### src/rtl/axi_stream_pkt_gen.sv
// AXI4-Stream packet generator: bursts of fixed-length packets carrying an incrementing word from a seed.
// Optional inter-packet idle gap compiled in with `define AXIS_PKT_GEN_GAP_EN.
module axi_stream_pkt_gen #(
    parameter int DATA_W = 32,
    parameter int LEN_W  = 8,
    parameter int CNT_W  = 8,
    parameter int GAP_W  = 4
) (
    input  logic              aclk,
    input  logic              areset_n,
    input  logic              start,
    input  logic [LEN_W-1:0]  cfg_pkt_len,
    input  logic [CNT_W-1:0]  cfg_pkt_cnt,
    input  logic [DATA_W-1:0] cfg_seed,
    input  logic [GAP_W-1:0]  cfg_gap,
    output logic              m_axis_tvalid,
    input  logic              m_axis_tready,
    output logic [DATA_W-1:0] m_axis_tdata,
    output logic              m_axis_tlast,
    output logic              busy,
    output logic              done
);

`ifdef AXIS_PKT_GEN_GAP_EN
    typedef enum logic [1:0] {S_IDLE, S_SEND, S_GAP} state_t;
`else
    typedef enum logic [1:0] {S_IDLE, S_SEND} state_t;
`endif

    state_t            state_q, state_d;
    logic [DATA_W-1:0] word_q, word_d;
    logic [DATA_W-1:0] tdata_q, tdata_d;
    logic [LEN_W-1:0]  beat_q, beat_d;
    logic [LEN_W-1:0]  len_q, len_d;
    logic [CNT_W-1:0]  pkt_q, pkt_d;
    logic [CNT_W-1:0]  cnt_q, cnt_d;
    logic              tvalid_q, tvalid_d;
    logic              tlast_q, tlast_d;
    logic              busy_q, busy_d;
    logic              done_q, done_d;
`ifdef AXIS_PKT_GEN_GAP_EN
    logic [GAP_W-1:0]  gap_q, gap_d;
    logic [GAP_W-1:0]  gap_cnt_q, gap_cnt_d;
`else
    logic              unused_cfg_gap;
    assign unused_cfg_gap = ^cfg_gap;
`endif

    logic              hs;
    logic [LEN_W-1:0]  len_eff;
    logic [DATA_W-1:0] word_inc;

    assign hs       = tvalid_q & m_axis_tready;
    assign len_eff  = (cfg_pkt_len == '0) ? LEN_W'(1) : cfg_pkt_len;
    assign word_inc = word_q + DATA_W'(1);

    always_comb begin
        // NOTE: every variable gets its hold value first, so no path through the case infers a latch.
        state_d  = state_q;
        word_d   = word_q;
        tdata_d  = tdata_q;
        beat_d   = beat_q;
        len_d    = len_q;
        pkt_d    = pkt_q;
        cnt_d    = cnt_q;
        tvalid_d = tvalid_q;
        tlast_d  = tlast_q;
        busy_d   = busy_q;
        done_d   = 1'b0;
`ifdef AXIS_PKT_GEN_GAP_EN
        gap_d     = gap_q;
        gap_cnt_d = gap_cnt_q;
`endif
        case (state_q)
            S_IDLE: begin
                if (start) begin
                    len_d  = len_eff;
                    cnt_d  = cfg_pkt_cnt;
                    word_d = cfg_seed;
                    beat_d = '0;
                    pkt_d  = '0;
`ifdef AXIS_PKT_GEN_GAP_EN
                    gap_d  = cfg_gap;
`endif
                    if (cfg_pkt_cnt == '0) begin
                        done_d = 1'b1;
                    end else begin
                        state_d  = S_SEND;
                        tvalid_d = 1'b1;
                        busy_d   = 1'b1;
                        tdata_d  = cfg_seed;
                        tlast_d  = (len_eff == LEN_W'(1));
                    end
                end
            end
            S_SEND: begin
                if (hs) begin
                    word_d = word_inc;
                    if (tlast_q) begin
                        beat_d = '0;
                        pkt_d  = pkt_q + CNT_W'(1);
                        if (pkt_q == cnt_q - CNT_W'(1)) begin
                            state_d  = S_IDLE;
                            tvalid_d = 1'b0;
                            tdata_d  = '0;
                            tlast_d  = 1'b0;
                            busy_d   = 1'b0;
                            done_d   = 1'b1;
                        end else begin
                            // Back-to-back by default; a non-zero gap overrides with an idle stretch.
                            tdata_d = word_inc;
                            tlast_d = (len_q == LEN_W'(1));
`ifdef AXIS_PKT_GEN_GAP_EN
                            if (gap_q != '0) begin
                                state_d   = S_GAP;
                                gap_cnt_d = gap_q;
                                tvalid_d  = 1'b0;
                                tdata_d   = '0;
                                tlast_d   = 1'b0;
                            end
`endif
                        end
                    end else begin
                        beat_d  = beat_q + LEN_W'(1);
                        tdata_d = word_inc;
                        tlast_d = (LEN_W'(beat_q + LEN_W'(1)) == len_q - LEN_W'(1));
                    end
                end
            end
`ifdef AXIS_PKT_GEN_GAP_EN
            S_GAP: begin
                if (gap_cnt_q == GAP_W'(1)) begin
                    state_d  = S_SEND;
                    tvalid_d = 1'b1;
                    tdata_d  = word_q;
                    tlast_d  = (len_q == LEN_W'(1));
                end else begin
                    gap_cnt_d = gap_cnt_q - GAP_W'(1);
                end
            end
`endif
            default: state_d = S_IDLE;
        endcase
    end

    always_ff @(posedge aclk or negedge areset_n) begin
        if (!areset_n) begin
            state_q  <= S_IDLE;
            word_q   <= '0;
            tdata_q  <= '0;
            beat_q   <= '0;
            len_q    <= '0;
            pkt_q    <= '0;
            cnt_q    <= '0;
            tvalid_q <= 1'b0;
            tlast_q  <= 1'b0;
            busy_q   <= 1'b0;
            done_q   <= 1'b0;
`ifdef AXIS_PKT_GEN_GAP_EN
            gap_q     <= '0;
            gap_cnt_q <= '0;
`endif
        end else begin
            // NOTE: non-blocking so every register samples the pre-edge value of every other.
            state_q  <= state_d;
            word_q   <= word_d;
            tdata_q  <= tdata_d;
            beat_q   <= beat_d;
            len_q    <= len_d;
            pkt_q    <= pkt_d;
            cnt_q    <= cnt_d;
            tvalid_q <= tvalid_d;
            tlast_q  <= tlast_d;
            busy_q   <= busy_d;
            done_q   <= done_d;
`ifdef AXIS_PKT_GEN_GAP_EN
            gap_q     <= gap_d;
            gap_cnt_q <= gap_cnt_d;
`endif
        end
    end

    assign m_axis_tvalid = tvalid_q;
    assign m_axis_tdata  = tdata_q;
    assign m_axis_tlast  = tlast_q;
    assign busy          = busy_q;
    assign done          = done_q;

endmodule

### config.mk
export PLATFORM = sky130hd
export DESIGN_NAME = axi_stream_pkt_gen
export DESIGN_NICKNAME = d
export VERILOG_FILES = /design/src/rtl/axi_stream_pkt_gen.sv
export SDC_FILE = /design/constraint.sdc
export NUM_CORES = 1
export LEC_CHECK = 0
export BUFFER_PORTS_ARGS = -buffer_cell sky130_fd_sc_hd__clkbuf_2
export CORE_MARGIN = 4
export CORE_UTILIZATION = 40
export CTS_BUF_LIST = sky130_fd_sc_hd__clkbuf_2 sky130_fd_sc_hd__clkbuf_4 sky130_fd_sc_hd__clkbuf_8
export DETAILED_ROUTE_END_ITERATION = 6
export PLACE_DENSITY_LB_ADDON = 0.2
export SYNTH_ARGS = -nofsm -noshare
export SYNTH_HDL_FRONTEND = slang
export SYNTH_SLANG_ARGS = --single-unit
### constraint.sdc
create_clock -name aclk -period 2.6 [get_ports aclk]
set_clock_uncertainty 0.1 [all_clocks]
set_input_delay 0.78 -clock aclk [delete_from_list [all_inputs] [get_ports aclk]]
set_output_delay 0.78 -clock aclk [all_outputs]
set_load 0.02 [all_outputs]
# After elaboration in Yosys (flattened, before gate mapping)
# Cells that the tools add are included.
[op_classes]
addsub = 5
n_eq_ne = 10
n_mux = 41
bitwise_logic = 1
n_reduce_logical = 10
[ops]
columns = ["operator", "n"]
rows = [
  ["$mux W32", 7],
  ["$pmux W32 S2", 2],
  ["$mux W8", 6],
  ["$add A32 B1 Y32 const B", 1],
  ["$pmux W8 S2", 2],
  ["$add A8 B1 Y8 const B", 2],
  ["$eq A8 B1 Y1 const B", 2],
  ["$eq A8 B8 Y1", 2],
  ["$logic_not A8 Y1", 2],
  ["$sub A8 B1 Y8 const B", 2],
  ["$mux W1", 15],
  ["$mux W2", 5],
  ["$ne A2 B2 Y1 const B", 5],
  ["$reduce_and A4 Y1", 2],
  ["$pmux W1 S2", 3],
  ["$reduce_and A6 Y1", 1],
  ["$reduce_and A5 Y1", 1],
  ["$pmux W2 S2", 1],
  ["$reduce_and A3 Y1", 1],
  ["$eq A2 B1 Y1 const B", 1],
  ["$logic_not A2 Y1", 1],
  ["$reduce_and A2 Y1", 1],
  ["$reduce_bool A2 Y1", 1],
  ["$and A1 B1 Y1", 1],
]
[totals]
regBits = 101
inputBits = 56
out_inout_bits = 36
word_cells = 77

# Logic depth before layout (Yosys ltp)
# Gate-level depths: netlist (run 1).
[depth]
word_depth = 6
depth_mapped = 9

# Worst setup path before layout (run 1)
# Ideal clock, no wire load.
[synth_timing]
path_kind = "register -> register"
from = "register cnt_q[0]"
to = "register tdata_q[13], in the netlist m_axis_tdata[13]"
setup_ns = 0.135
arrival_time_ns = 2.102
path_slack_ns = 0.263
stages_incl_launch_ff = 8
n_path_buf = 1
synth_period_minus_slack_ns = 2.337
path_cell_list = "dfrtp_1 or4_4 or4_1 o311ai_1 o211ai_4 o21ai_2 buf_6 o221ai_2"
[synth_via]
elab_chain_len = 6
[synth_lines]
columns = ["item", "line_no", "rtl"]
rows = [
  ["start: declaration", "36", "logic [CNT_W-1:0] cnt_q, cnt_d;"],
  ["start signal: assignment", "171", "cnt_q <= cnt_d;"],
  ["$sub A8 B1 Y8", "102", "if (pkt_q == cnt_q - CNT_W'(1)) begin"],
  ["$eq A8 B8 Y1", "102", ""],
  ["$mux W32", "102", ""],
  ["$mux W32", "99", "if (tlast_q) begin"],
  ["$mux W32", "97", "if (hs) begin"],
  ["$pmux W32 S2", "74", "case (state_q)"],
  ["end signal: assignment", "167", "tdata_q <= tdata_d;"],
  ["end: declaration", "32", "logic [DATA_W-1:0] tdata_q, tdata_d;"],
]
# No other way between the ends. The select of a mux whose other input is x is not followed.
# A chain may end at the register's enable or synchronous reset.

# Worst setup path in the final report (run 1)
[layout_timing]
from = "register cnt_q[0]"
to = "register tdata_q[28], in the netlist m_axis_tdata[28]"
# Same word-level chain as after synthesis.

==> flow_summary.ini, run 1 <==
[sta]
clock.fmax_ghz = 0.403
finalMaxSlewViolations = 0
period_share = 0.954
fin_crit_ns = 2.48
hold_violations = 0
grt_setup_unrepaired = false
fin_tns_setup_ns = 0
setup_violations = 0
worst_pin_slew_ns = 0.568
max-slew-margin-rel = 0.619
fin_ws_ns = 0.120

[yosys]
synth-async-reset-ratio = 1.00
syn_avg_cell_area_um2 = 8.52
muxShareOfSynthArea = 0.00680
synth_top_family_by_area = simple AND/OR/NAND/NOR gates
synth_cell_types = 60
synth_xor_area_frac = 0.0827
ys_seq_area_frac = 0.421
synthSimpleGateAreaFrac = 0.237
synth_area_mm2 = 0.00588
yosys.area.top_type_share = 0.421
ys_seq_elements = 99
synth_cells = 691
synth_fp_nets = 753
synth-main-ff-cell = dfrtp_1
synth_area_leaders = dfrtp_1 (42%), nand2_1 (7.5%), xor2_1 (5.1%)
synth.most_common_cell = nand2_1
yosys_warnings = 0
yosys-top-cells-count = nand2_1 (118), dfrtp_1 (99), a21oi_1 (56)
yosys.area.top_type = dfrtp_1
synth_edf_count = 0
synth_compound_area_frac = 0.201
synthAdderAreaFrac = 0.0128

[floorplanning]
core_area_mm2 = 0.0145
die_y_um = 129
fp.dieW_um = 129
num_rows = 44
start_util = 0.406
dieArea_mm2 = 0.0167
io-pin-count = 92

[cells_and_area]
drive_gt1_frac = 0.200
n_fill_cell = 1443
nets = 842
n_antenna_cell = 0
seqCellArea_mm2 = 0.00248
multi_input_area_mm2 = 0.00320
area_delta_synth_final_pct = 17.8

[drt]
ant_nets = 0
first_pass_iters = 4
drtIter0Drc = 275
vias = 5456
routed_wl_mm = 16.3
wl_per_cell_um = 16.8
vias_per_cell = 5.63
drcViolationCount = 0

[power_and_ir_drop]
power_mw = 6.79
p_leak_nw = 2.97
powerDensity_mw_per_mm2 = 980
vdd_drop_max_mv = 0.423
p_seq_frac = 0.427
p_clk_frac = 0.141
power.switching_mw = 2.89
intPower_mw = 3.91
switching_share = 0.425
p_comb_frac = 0.432

[outcome]
outcome = finished clean

[global_route]
grt_pass1_wl_mm = 26.5
grt_pass1_vias = 5381
grt.overflow.total = 0
antenna_found_initial = 1
grt_util_all_layers = 0.199
grt_max_degree = 38

[clocking]
clk_pin_slew_ns = 0.09
clk_latency_ns = 0.39
post_cts_buffers = 0
cts_tree = yes
cts_buffers = 9
ctsHtreeMaxLevel = 3
cts_max_path_buffers = 2
cts.sinks = 99
cts_resized = 0
ctsHoldBuffers = 0
cts_root_buf = clkbuf_8

[critical_path]
r2r-end = m_axis_tdata[28]$_DFFE_PN0P_
regToRegStartpoint = cnt_q[0]$_DFFE_PN0P_
worstSetupEndpointType = flip-flop
setup.worst_path.start_class = flip-flop
arrival_ns = 2.64
path_class = flip-flop to flip-flop
cp.required_ns = 2.76
crit_path_start = cnt_q[0]$_DFFE_PN0P_
reg2reg_depth = 7
r2r_slack_ns = 0.12
crit_fanout = 23

[run]
cap_viol_max_count = 0

[placement]
dpl.hpwl_mm = 11.7
gp_congestion = 0.840
io_buffers = 87
pre_cts_slack_ns = 0.0616

[worst_hold_path]
hold_path_class = input pin to asynchronous set/reset pin
[critical path, stage by stage (launching register included)]
cell	delay, ns
dfrtp_1	0.43
or4_4	0.55
or4_1	0.53
o311ai_2	0.11
o211ai_4	0.13
buf_12	0.20
o21ai_0	0.19
a31oi_1	0.12
[per-stage QoR]
stage | hold WS (ns) | std cells | instance area [um2] | util
after floorplan | 0.367 | 691 | 5880 | -
after global placement | 0.376 | 953 | 6730 | 0.465
after detailed placement | 0.383 | 953 | 6730 | 0.465
after CTS | 0.257 | 969 | 6910 | 0.477
after global routing | 0.272 | 969 | 6930 | 0.479
final | 0.259 | 969 | 6930 | 0.479
[worst max path at each step]
stage / endpoint / slack, ns
after floorplan: m_axis_tdata[13]$_DFFE_PN0P_ / 0.26
after global placement: m_axis_tdata[11]$_DFFE_PN0P_ / 0.14
after detailed placement: m_axis_tdata[11]$_DFFE_PN0P_ / 0.06
after CTS: m_axis_tdata[11]$_DFFE_PN0P_ / 0.06
after global routing: m_axis_tdata[20]$_DFFE_PN0P_ / 0.01
final: m_axis_tdata[28]$_DFFE_PN0P_ / 0.12
[cell families after synthesis]
logic type / after synthesis
AND/OR/NAND/NOR: 294
AO/OA/AOI/OAI: 180
flip-flops: 99
XOR/XNOR: 54
buffers and inverters: 54
adder cells (fa/ha/maj): 6
multiplexers: 4
[state kept, by name, indices dropped and copies added (netlist names)]
| name | cells |
|---|---|
| len_q | 8 |
| busy | 1 |
| m_axis_tdata | 32 |
| cnt_q | 8 |
| beat_q | 8 |
| done | 1 |
| word_q | 32 |
| pkt_q | 8 |
| m_axis_tlast | 1 |
[cells in the final DEF (no fill, tap or decap), types with 6 or more instances in the layout]
cell type,synthesis,final
nand4_1,10,10
xnor2_1,19,19
and4_1,6,6
buf_12,0,8
ha_1,6,6
nand2b_1,11,11
nand2_1,118,118
xor2_1,34,34
o22a_1,6,6
and3_1,11,11
o21ai_0,32,31
nor4_1,10,10
buf_4,1,27
nor3_1,11,11
inv_1,9,9
clkbuf_8,0,10
clkbuf_2,0,86
a31oi_1,20,20
o211ai_1,18,18
nand3_1,34,34
a21oi_1,56,55
nor2_1,55,55
dfrtp_1,99,98
o22ai_1,7,7
[per-layer routing]
metal	up-vias	wire length [um]	track usage
li1	2647	-	-
met1	2630	7390	0.260
met2	142	7670	0.325
met3	35	878	0.0420
met4	2	371	0.0766
met5	-	13	0
[area by class of cell]
cell class,count,area share
multi-input cells,538,0.462
flip-flops and latches,99,0.357
repair buffers,122,0.116
well taps,184,0.0332
clock buffers,14,0.0242
inverters,10,0.00541
clock inverters,2,0.00180
[power groups by stage]
stage / clock network [mW] / logic (mW) / registers [mW]
after detailed placement: 0 / 2.94 / 2.92
after global routing: 1.05 / 3.27 / 3.00
after global placement: 0 / 2.87 / 2.88
after CTS: 0.995 / 2.96 / 2.89
final: 0.956 / 2.93 / 2.90
after floorplan: 0 / 1.93 / 2.97
(Power assumes the default switching activity.)
==> run 2: changes to the inputs <==
--- a/config.mk
+++ b/config.mk
@@ -5,11 +5,13 @@
 export SDC_FILE = /design/constraint.sdc
 export NUM_CORES = 1
 export LEC_CHECK = 0
-export BUFFER_PORTS_ARGS = -buffer_cell sky130_fd_sc_hd__clkbuf_2
+export CELL_PAD_IN_SITES_DETAIL_PLACEMENT = 1
+export CELL_PAD_IN_SITES_GLOBAL_PLACEMENT = 1
 export CORE_MARGIN = 4
 export CORE_UTILIZATION = 40
 export CTS_BUF_LIST = sky130_fd_sc_hd__clkbuf_2 sky130_fd_sc_hd__clkbuf_4 sky130_fd_sc_hd__clkbuf_8
 export DETAILED_ROUTE_END_ITERATION = 6
+export DONT_BUFFER_PORTS = 1
 export PLACE_DENSITY_LB_ADDON = 0.2
 export SYNTH_ARGS = -nofsm -noshare
 export SYNTH_HDL_FRONTEND = slang
==> flow_summary.ini, run 2 (synthesis results as in run 1) <==
[floorplanning]
num_rows = 44
fp.dieW_um = 129
die_y_um = 129
start_util = 0.406
core_area_mm2 = 0.0145
io-pin-count = 92
dieArea_mm2 = 0.0167

[run]
cap_viol_max_count = 0

[clocking]
cts_max_path_buffers = 2
cts_tree = yes
ctsHtreeMaxLevel = 3
clk_latency_ns = 0.39
cts_buffers = 9
cts_root_buf = clkbuf_8
clk_pin_slew_ns = 0.10
cts.sinks = 99

[cells_and_area]
nets = 757
area_delta_synth_final_pct = 10.5
final_cell_mix = nand2_1 (118), dfrtp_1 (96), nor2_1 (55), a21oi_1 (55)
stdcell_area_mm2 = 0.00650
drive_gt1_frac = 0.110
mostFrequentLayoutCell = nand2_1
fin_util = 0.449
n_antenna_cell = 0

[sta]
hold_slack_ns = -0.0240
grt_setup_unrepaired = true
max-slew-margin-rel = 0.684
fin_crit_ns = 2.48
clock.fmax_ghz = 0.403
worst_pin_slew_ns = 0.469
period_share = 0.954
finalMaxSlewViolations = 0
hold_violations = 40
setup_violations = 0

[critical_path]
cp.required_ns = 2.75
reg2reg_depth = 7
regToRegStartpoint = pkt_q[5]$_DFFE_PN0P_
worstSetupEndpointType = flip-flop
path_class = flip-flop to flip-flop
crit_fanout = 8
arrival_ns = 2.63
r2r_slack_ns = 0.12
setup.worst_path.start_class = flip-flop
r2r-end = m_axis_tdata[26]$_DFFE_PN0P_

[drt]
drtIter0Drc = 254
ant_nets = 0
drcViolationCount = 0
wl_per_cell_um = 20.6
routed_wl_mm = 18.2
vias_per_cell = 5.93
vias = 5227
first_pass_iters = 4

[power_and_ir_drop]
p_clk_frac = 0.140
intPower_mw = 3.79
power_mw = 6.73
power.switching_mw = 2.94
vdd_drop_max_mv = 0.455
switching_share = 0.437
powerDensity_mw_per_mm2 = 1040
p_leak_nw = 2.62
p_seq_frac = 0.478
p_comb_frac = 0.382

[placement]
post_dp_cell_area_mm2 = 0.00620
gp_congestion = 0.818
io_buffers = 0
dpl.hpwl_mm = 12.9

[outcome]
violations = hold timing
outcome = finished with violations

[global_route]
grt_pass1_wl_mm = 29.8
grt_max_degree = 100
grt_util_all_layers = 0.226
antenna_found_initial = 0
grt_pass1_vias = 5716
grt.overflow.total = 0

[worst_hold_path]
hold_path_class = input pin to asynchronous set/reset pin
## run 2: how the worst max path moves through the flow
stage,cells past startpoint,start,to,slack [ns]
final,7,pkt_q[5]$_DFFE_PN0P_,m_axis_tdata[26]$_DFFE_PN0P_,0.12
after global routing,7,cnt_q[2]$_DFFE_PN0P_,m_axis_tdata[21]$_DFFE_PN0P_,-0.01
after CTS,7,cnt_q[0]$_DFFE_PN0P_,m_axis_tdata[20]$_DFFE_PN0P_,-0.004
after detailed placement,7,cnt_q[0]$_DFFE_PN0P_,m_axis_tdata[20]$_DFFE_PN0P_,-0.02
after global placement,7,cnt_q[0]$_DFFE_PN0P_,m_axis_tdata[22]$_DFFE_PN0P_,0.07
after floorplan,7,cnt_q[0]$_DFFE_PN0P_,m_axis_tdata[13]$_DFFE_PN0P_,0.26
## run 2: power by group through the flow
| stage | Clock (mW) | Combinational [mW] | Sequential, mW |
|---|---|---|---|
| after global routing | 1.04 | 2.90 | 3.34 |
| after CTS | 0.976 | 2.44 | 3.22 |
| after floorplan | 0 | 1.93 | 2.97 |
| final | 0.942 | 2.57 | 3.22 |
| after detailed placement | 0 | 2.42 | 3.25 |
| after global placement | 0 | 2.29 | 3.20 |
## run 2: per-layer routing
metal,vias up,GRT usage,wire length [um]
met5,-,0,0
met4,0,0.0649,384
met3,30,0.0569,1020
met2,109,0.392,9070
met1,2625,0.279,7730
li1,2463,-,-
## run 2: worst max-delay path, stage by stage (launching register included)
cell	delay [ns]
dfrtp_2	0.44
or3b_2	0.46
or4_4	0.54
o311ai_4	0.09
o211ai_4	0.20
buf_4	0.22
o21ai_0	0.19
a31oi_1	0.11
## run 2: final cells by class
class,instances,area (um2)
fillers,1718,7980
multi-input cells,538,3250
flip-flops and latches,99,2480
repair buffers,37,333
well taps,184,230
clock buffers,11,151
inverters,10,37.5
clock inverters,3,15.0
## run 2: per-stage QoR
stage                     setup WS (ns)   TNS, ns  instances
after floorplan                   0.263         0        691
after global placement           0.0659         0        863
after detailed placement        -0.0185   -0.0225        863
after CTS                      -0.00367  -0.00367        877
after global routing            -0.0128   -0.0346        882
final                             0.120         0        882
## run 2: repair_timing
action | 4_1_cts | 5_1_grt
cloned | 0 | 1
pin swaps | 0 | 5
endpoints found under the hold margin | 99 | 99
setup buffers | 0 | 4
setup endpoints to repair | 2 | 35
gates resized for setup | 3 | 13
